**config.mk**
```make
export PLATFORM = sky130hd
export DESIGN_NAME = gcd_stein_core
export DESIGN_NICKNAME = d
export VERILOG_FILES = /design/src/rtl/gcd_pkg.sv /design/src/rtl/gcd_stein_dp.sv /design/src/rtl/gcd_stein_core.sv
export SDC_FILE = /design/constraint.sdc
export NUM_CORES = 1
export LEC_CHECK = 0
export CAP_MARGIN = 20
export CORE_UTILIZATION = 45
export CTS_CLUSTER_SIZE = 40
export DETAILED_ROUTE_END_ITERATION = 6
export PLACE_DENSITY = 0.66
export SLEW_MARGIN = 15
export SYNTH_ARGS = -nofsm -noshare
export SYNTH_HDL_FRONTEND = slang
export SYNTH_SLANG_ARGS = --single-unit
```
**constraint.sdc**
```tcl
create_clock -name clk -period 2.87 [get_ports clk]
set_input_delay 0.574 -clock clk [delete_from_list [all_inputs] [get_ports clk]]
set_output_delay 0.574 -clock clk [all_outputs]
set_load 0.01 [all_outputs]
```
**src/rtl/gcd_pkg.sv**
```systemverilog
// Shared types for the binary (Stein) GCD engine: FSM states, datapath
// operation codes and the worst-case latency helper.
package gcd_pkg;

    typedef enum logic [3:0] {
        IDLE,
        LD_A,
        LD_B,
        CHECK,
        STRIP,
        ODDA,
        LOOP,
        FIN,
        DONE
    } gcd_state_t;

    // One operation per cycle is applied to the a/b/k registers.
    typedef enum logic [2:0] {
        DP_HOLD,
        DP_LOAD_A,
        DP_LOAD_B,
        DP_STRIP,
        DP_SHR_A,
        DP_SHR_B,
        DP_SWAP_SUB,
        DP_SUB_B
    } dp_op_t;

    function automatic int LAT_MAX(input int w);
        return 3 * w + 6;
    endfunction

endpackage

```
**src/rtl/gcd_stein_dp.sv**
```systemverilog
// Stein GCD datapath: operand registers a/b, shared power-of-two counter k,
// subtract/compare logic and a log-depth left shifter producing a << k.
module gcd_stein_dp
    import gcd_pkg::*;
#(
    parameter int WIDTH = 8,
    parameter int KW    = $clog2(WIDTH + 1)
) (
    input  logic             clk,
    input  logic             rst,
    input  dp_op_t           op,
    input  logic [WIDTH-1:0] din,
    output logic [WIDTH-1:0] a_val,
    output logic [WIDTH-1:0] b_val,
    output logic             a_zero,
    output logic             b_zero,
    output logic             a_odd,
    output logic             b_odd,
    output logic             a_gt_b,
    output logic [WIDTH-1:0] shifted
);

    logic [WIDTH-1:0] a_reg;
    logic [WIDTH-1:0] b_reg;
    logic [KW-1:0]    k_reg;
    logic [WIDTH-1:0] diff_ab;
    logic [WIDTH-1:0] diff_ba;
    logic [WIDTH-1:0] stage [KW+1];

    assign diff_ab = a_reg - b_reg;
    assign diff_ba = b_reg - a_reg;

    assign a_val  = a_reg;
    assign b_val  = b_reg;
    assign a_zero = (a_reg == '0);
    assign b_zero = (b_reg == '0);
    assign a_odd  = a_reg[0];
    assign b_odd  = b_reg[0];
    assign a_gt_b = (a_reg > b_reg);

    always_ff @(posedge clk) begin
        if (rst) begin
            a_reg <= '0;
            b_reg <= '0;
            k_reg <= '0;
        end else begin
            case (op)
                // Every (re)start passes through LD_A, so k is cleared here.
                DP_LOAD_A: begin
                    a_reg <= din;
                    k_reg <= '0;
                end
                DP_LOAD_B: b_reg <= din;
                DP_STRIP: begin
                    a_reg <= a_reg >> 1;
                    b_reg <= b_reg >> 1;
                    k_reg <= k_reg + KW'(1);
                end
                DP_SHR_A:    a_reg <= a_reg >> 1;
                DP_SHR_B:    b_reg <= b_reg >> 1;
                DP_SWAP_SUB: begin
                    a_reg <= b_reg;
                    b_reg <= diff_ab;
                end
                DP_SUB_B:    b_reg <= diff_ba;
                default: begin
                    a_reg <= a_reg;
                    b_reg <= b_reg;
                    k_reg <= k_reg;
                end
            endcase
        end
    end

    // Stage gi shifts by 2**gi when bit gi of k is set.
    assign stage[0] = a_reg;
    for (genvar gi = 0; gi < KW; gi++) begin : g_shift
        assign stage[gi+1] = k_reg[gi] ? (stage[gi] << (2 ** gi)) : stage[gi];
    end
    assign shifted = stage[KW];

endmodule

```
**src/rtl/gcd_stein_core.sv**
```systemverilog
// Binary GCD engine with serial operand load, busy/done handshake,
// zero-operand detection and restart on any load pulse.
module gcd_stein_core
    import gcd_pkg::*;
#(
    parameter int WIDTH = 8
) (
    input  logic             clk,
    input  logic             rst,
    input  logic             load,
    input  logic [WIDTH-1:0] din,
    output logic [WIDTH-1:0] gcd_rslt,
    output logic             done,
    output logic             busy,
    output logic             zero_err
);

    localparam int KW = $clog2(WIDTH + 1);

    gcd_state_t       state_reg;
    gcd_state_t       state_next;
    dp_op_t           dp_op;
    logic [WIDTH-1:0] rslt_reg;
    logic             done_reg;
    logic             busy_reg;
    logic             zero_err_reg;

    logic [WIDTH-1:0] a_val;
    logic [WIDTH-1:0] b_val;
    logic [WIDTH-1:0] shifted;
    logic             a_zero;
    logic             b_zero;
    logic             a_odd;
    logic             b_odd;
    logic             a_gt_b;
    logic             check_hit;

    gcd_stein_dp #(
        .WIDTH (WIDTH),
        .KW    (KW)
    ) u_dp (
        .clk     (clk),
        .rst     (rst),
        .op      (dp_op),
        .din     (din),
        .a_val   (a_val),
        .b_val   (b_val),
        .a_zero  (a_zero),
        .b_zero  (b_zero),
        .a_odd   (a_odd),
        .b_odd   (b_odd),
        .a_gt_b  (a_gt_b),
        .shifted (shifted)
    );

    assign check_hit = (state_reg == CHECK) && (a_zero || b_zero);

    always_comb begin
        state_next = state_reg;
        dp_op      = DP_HOLD;
        // A load pulse overrides whatever step is in progress.
        if (load) begin
            state_next = LD_A;
        end else begin
            case (state_reg)
                LD_A: begin
                    dp_op      = DP_LOAD_A;
                    state_next = LD_B;
                end
                LD_B: begin
                    dp_op      = DP_LOAD_B;
                    state_next = CHECK;
                end
                CHECK:   state_next = (a_zero || b_zero) ? DONE : STRIP;
                STRIP: begin
                    if (!a_odd && !b_odd) dp_op = DP_STRIP;
                    else                  state_next = ODDA;
                end
                ODDA: begin
                    if (!a_odd) dp_op = DP_SHR_A;
                    else        state_next = LOOP;
                end
                LOOP: begin
                    if (b_zero)      state_next = FIN;
                    else if (!b_odd) dp_op = DP_SHR_B;
                    else if (a_gt_b) dp_op = DP_SWAP_SUB;
                    else             dp_op = DP_SUB_B;
                end
                FIN:     state_next = DONE;
                default: state_next = state_reg;
            endcase
        end
    end

    always_ff @(posedge clk) begin
        if (rst) begin
            state_reg    <= IDLE;
            rslt_reg     <= '0;
            done_reg     <= 1'b0;
            busy_reg     <= 1'b0;
            zero_err_reg <= 1'b0;
        end else begin
            state_reg <= state_next;
            if (load) begin
                done_reg     <= 1'b0;
                busy_reg     <= 1'b1;
                zero_err_reg <= 1'b0;
            end else if (check_hit) begin
                // With one operand zero the other is the answer; both zero gives 0.
                rslt_reg     <= a_zero ? b_val : a_val;
                zero_err_reg <= a_zero && b_zero;
                done_reg     <= 1'b1;
                busy_reg     <= 1'b0;
            end else if (state_reg == FIN) begin
                rslt_reg <= shifted;
                done_reg <= 1'b1;
                busy_reg <= 1'b0;
            end
        end
    end

    assign gcd_rslt = rslt_reg;
    assign done     = done_reg;
    assign busy     = busy_reg;
    assign zero_err = zero_err_reg;

endmodule

```
==> impl_metrics.env <==
export IMPL_maxCapViolCount=0
export IMPL_worstHoldStart="done"
export IMPL_rows=29
export IMPL_r2r_cells=11
export IMPL_clockRootBuffer="clkbuf_8"
export IMPL_grt_pass1_vias=2974
export IMPL_area_growth_pct=22.2
export IMPL_htreeDepth=2
export IMPL_powerDensity_nw_per_um2=406
export IMPL_switching_share_pct=32.9
export IMPL_clock_sinks=35
export IMPL_cpMaxStageDelayCell="a2111oi_0"
export IMPL_drive_above_1_share_pct=20.2
export IMPL_num_vias=3220
export IMPL_cpPeakStageDelay_ps=540
export IMPL_hold_buffers=0
export IMPL_final_setup_tns_ps=0
export IMPL_p_int_mw=1.02
export IMPL_critPathMaxFanout=7
export IMPL_synth_nets=417
export IMPL_critPathCapture="u_dp.b_val[0]"
export IMPL_cp_arrival_ps=2910
export IMPL_synth_distinct_cells=64
export IMPL_ant_nets=0
export IMPL_synthTopCellsByArea="dfxtp_1 23%, ha_1 7.0%, o21ai_0 6.5%, a21oi_1 6.4%, nor2_1 4.9%"
export IMPL_fin_cells=518
export IMPL_violations="DRC"
export IMPL_clkSlewWorstSetupHoldPaths_ps=80
export IMPL_path_cells="inv_1, ha_1, a21oi_1, o21ai_0, buf_4, o2111ai_2, buf_4, nand4_1, buf_4, a211oi_1, a2111oi_0"
export IMPL_dr_pass1_iters=7
export IMPL_die_area_um2=7130
export IMPL_crit_buf_inv=4
export IMPL_required_ps=3000
export IMPL_overflow=0
export IMPL_grt_pass1_wl_um=15100
export IMPL_r2r_slack_ps=90
export IMPL_status="finished with violations"
export IMPL_switching_power_mw=0.500
export IMPL_hold_viol_final=0
export IMPL_dpl_cell_area_um2=3580
export IMPL_die_w_um=84.5
export IMPL_endpoint_kind="register"
export IMPL_timing_slew_headroom_pct=56.9
export IMPL_fin_area_um2=3740
export IMPL_max_freq_mhz=360
export IMPL_routed_wl_um=9340
export IMPL_ys_flop_type="dfxtp_1"
export IMPL_setup_viol=0
export IMPL_wl_per_cell_um=18.0
export IMPL_fin_crit_ps=2780
export IMPL_io_pins=22
export IMPL_die_h_um=84.5
export IMPL_synth_edf_count=0
export IMPL_cts_tree="built"
export IMPL_r2r_start="u_dp.a_val[5]"
export IMPL_yosysSeqAreaShare_pct=22.9
export IMPL_drt_iter0_markers=203
export IMPL_slew_viol_final=0
export IMPL_avgViaCountPerCell=6.22
export IMPL_diodes=0
export IMPL_cp_depth=11
export IMPL_reg2reg_to="u_dp.b_val[0]"
export IMPL_rsz0062_at_grt="no"
export IMPL_dp_hpwl_um=7130
export IMPL_track_usage_pct=27.0
export IMPL_yosysWarnings=0
export IMPL_drc=6
export IMPL_startpoint_type="register"
export IMPL_synthArstFlopShare_pct=0
export IMPL_crit_type="register to register"
export IMPL_synth_area_um2=3060
export IMPL_dp_cells=505
export IMPL_clk_latency_ps=300
export IMPL_max_vdd_ir_drop_mv=0.278
export IMPL_fin_skew_ps=4.09
export IMPL_grt_start_max_net_pins=33
export IMPL_initial_utilization_pct=47.4
export IMPL_power_frac_comb_pct=33.8
export IMPL_synth_seq_cells=35
export IMPL_worst_hold_path_type="register to register"
export IMPL_fin_crit_sh_pct=96.9
export IMPL_routabilityCongestion=0.968
export IMPL_synthCells=387
export IMPL_critical_path_startpoint="u_dp.a_val[5]"
export IMPL_synth_top_area_cell="dfxtp_1"
export IMPL_io_buffers=21
export IMPL_p_leak_nw=1.36
export IMPL_core_area_um2=6460
export IMPL_grt_antenna_before_repair=0
export IMPL_power_frac_clock_pct=31.7
export IMPL_cts_buffer_depth=2
export IMPL_cts_buffers=5
export IMPL_synth_top_area_share_pct=22.9
export IMPL_syn_avg_cell_area_um2=7.91
export IMPL_seqPwrFrac_pct=34.5
export IMPL_fin_nets=470
export IMPL_cp_top_family="compound AO/OA/AOI/OAI gates"
export IMPL_max_slew_worst_pin_slew_ps=645
export IMPL_crit_top_cell="buf_4"
-- cell type report --
class	count	area, um2
clock buffers	6	82.6
fillers	595	2720
clock inverters	2	35.0
multi-input cells	311	2190
flip-flops and latches	35	702
well taps	77	96.3
inverters	22	82.6
repair buffers	65	553
-- placed cells by master (no fill, tap or decap), types with 5 or more instances in the layout --
master           netlist  routed
o21ai_0               40      39
o21a_1                 7       7
nor2_1                40      40
ha_1                  17      17
a22oi_1                7       7
nor2b_1                9       9
a21oi_1               39      39
or3_1                  5       5
a221oi_2               8       8
inv_1                 22      22
mux2i_1               10      10
and2_1                 6       6
buf_4                  0      43
dfxtp_1               35      34
a211oi_1               8       8
nor3_1                 6       6
clkdlybuf4s50_1        0      21
nand3_1               14      14
a31oi_1                5       5
nand2_1               12      12
nor4_1                 6       6
clkbuf_8               0       6
-- per-stage QoR --
stage	hold WS, ps	power, mW	utilization, %	setup slack, ps
final	466	1.52	57.9	90.4
after global routing	509	1.60	57.9	0.403
after CTS	473	1.51	57.2	65.7
after detailed placement	455	1.03	55.4	66.2
after global placement	453	1.03	55.4	161
after floorplan	487	0.869	-	200
-- power groups by stage --
stage | sequential, mW | combinational [mW] | clock [mW]
global placement | 0.535 | 0.493 | 0
floorplan | 0.535 | 0.333 | 0
CTS | 0.524 | 0.500 | 0.487
finish | 0.524 | 0.513 | 0.481
global route | 0.527 | 0.557 | 0.512
detailed placement | 0.535 | 0.497 | 0
-- metal layers --
layer / global-route usage (%) / up-vias / wire length (um)
li1: - / 1566 / -
met1: 36.9 / 1532 / 4340
met2: 43.1 / 112 / 4200
met3: 5.51 / 10 / 655
met4: 8.01 / 0 / 150
met5: 0 / - / 0
-- worst min path at each step --
stage / end / depth (start not counted)
after floorplan: u_dp.a_val[7] / 2
after global placement: done / 1
after detailed placement: done / 1
after CTS: done / 1
after global routing: done / 1
final: done / 1
-- logic make-up (layout without fill, tap and decap cells) --
| logic type | Yosys count | in the layout | synth area share (%) |
|---|---|---|---|
| AO/OA/AOI/OAI | 149 | 149 | 34.1 |
| AND/OR/NAND/NOR | 131 | 131 | 24.3 |
| buffers and inverters | 41 | 95 | 5.76 |
| adder cells (fa/ha/maj) | 19 | 19 | 8.26 |
| flip-flops | 35 | 35 | 22.9 |
| multiplexers | 12 | 12 | 4.74 |
-- synth_stat cells (3+ instances only) --
cell,n
nor2_1,40
and2_1,6
o21a_1,7
nand2_1,12
a211o_1,3
nand3b_1,4
o21ai_0,40
or2_2,4
inv_1,22
nand3_1,14
nor2b_1,9
dfxtp_1,35
nor3_1,6
a21o_1,4
and3_1,3
a2111oi_0,5
a211oi_1,8
a22oi_1,7
o22ai_1,3
a31oi_1,5
ha_1,17
a21oi_1,39
clkbuf_1,11
nand2b_1,3
buf_2,6
a221oi_2,8
mux2i_1,10
nor4_1,6
or3_1,5
-- timing repair --
action / 4_1_cts / 5_1_grt
endpoints found under the setup margin: 0 / 15
resized for setup: 0 / 5
buffers inserted: 0 / 5
No activity file was read; power rests on OpenSTA's default activity.
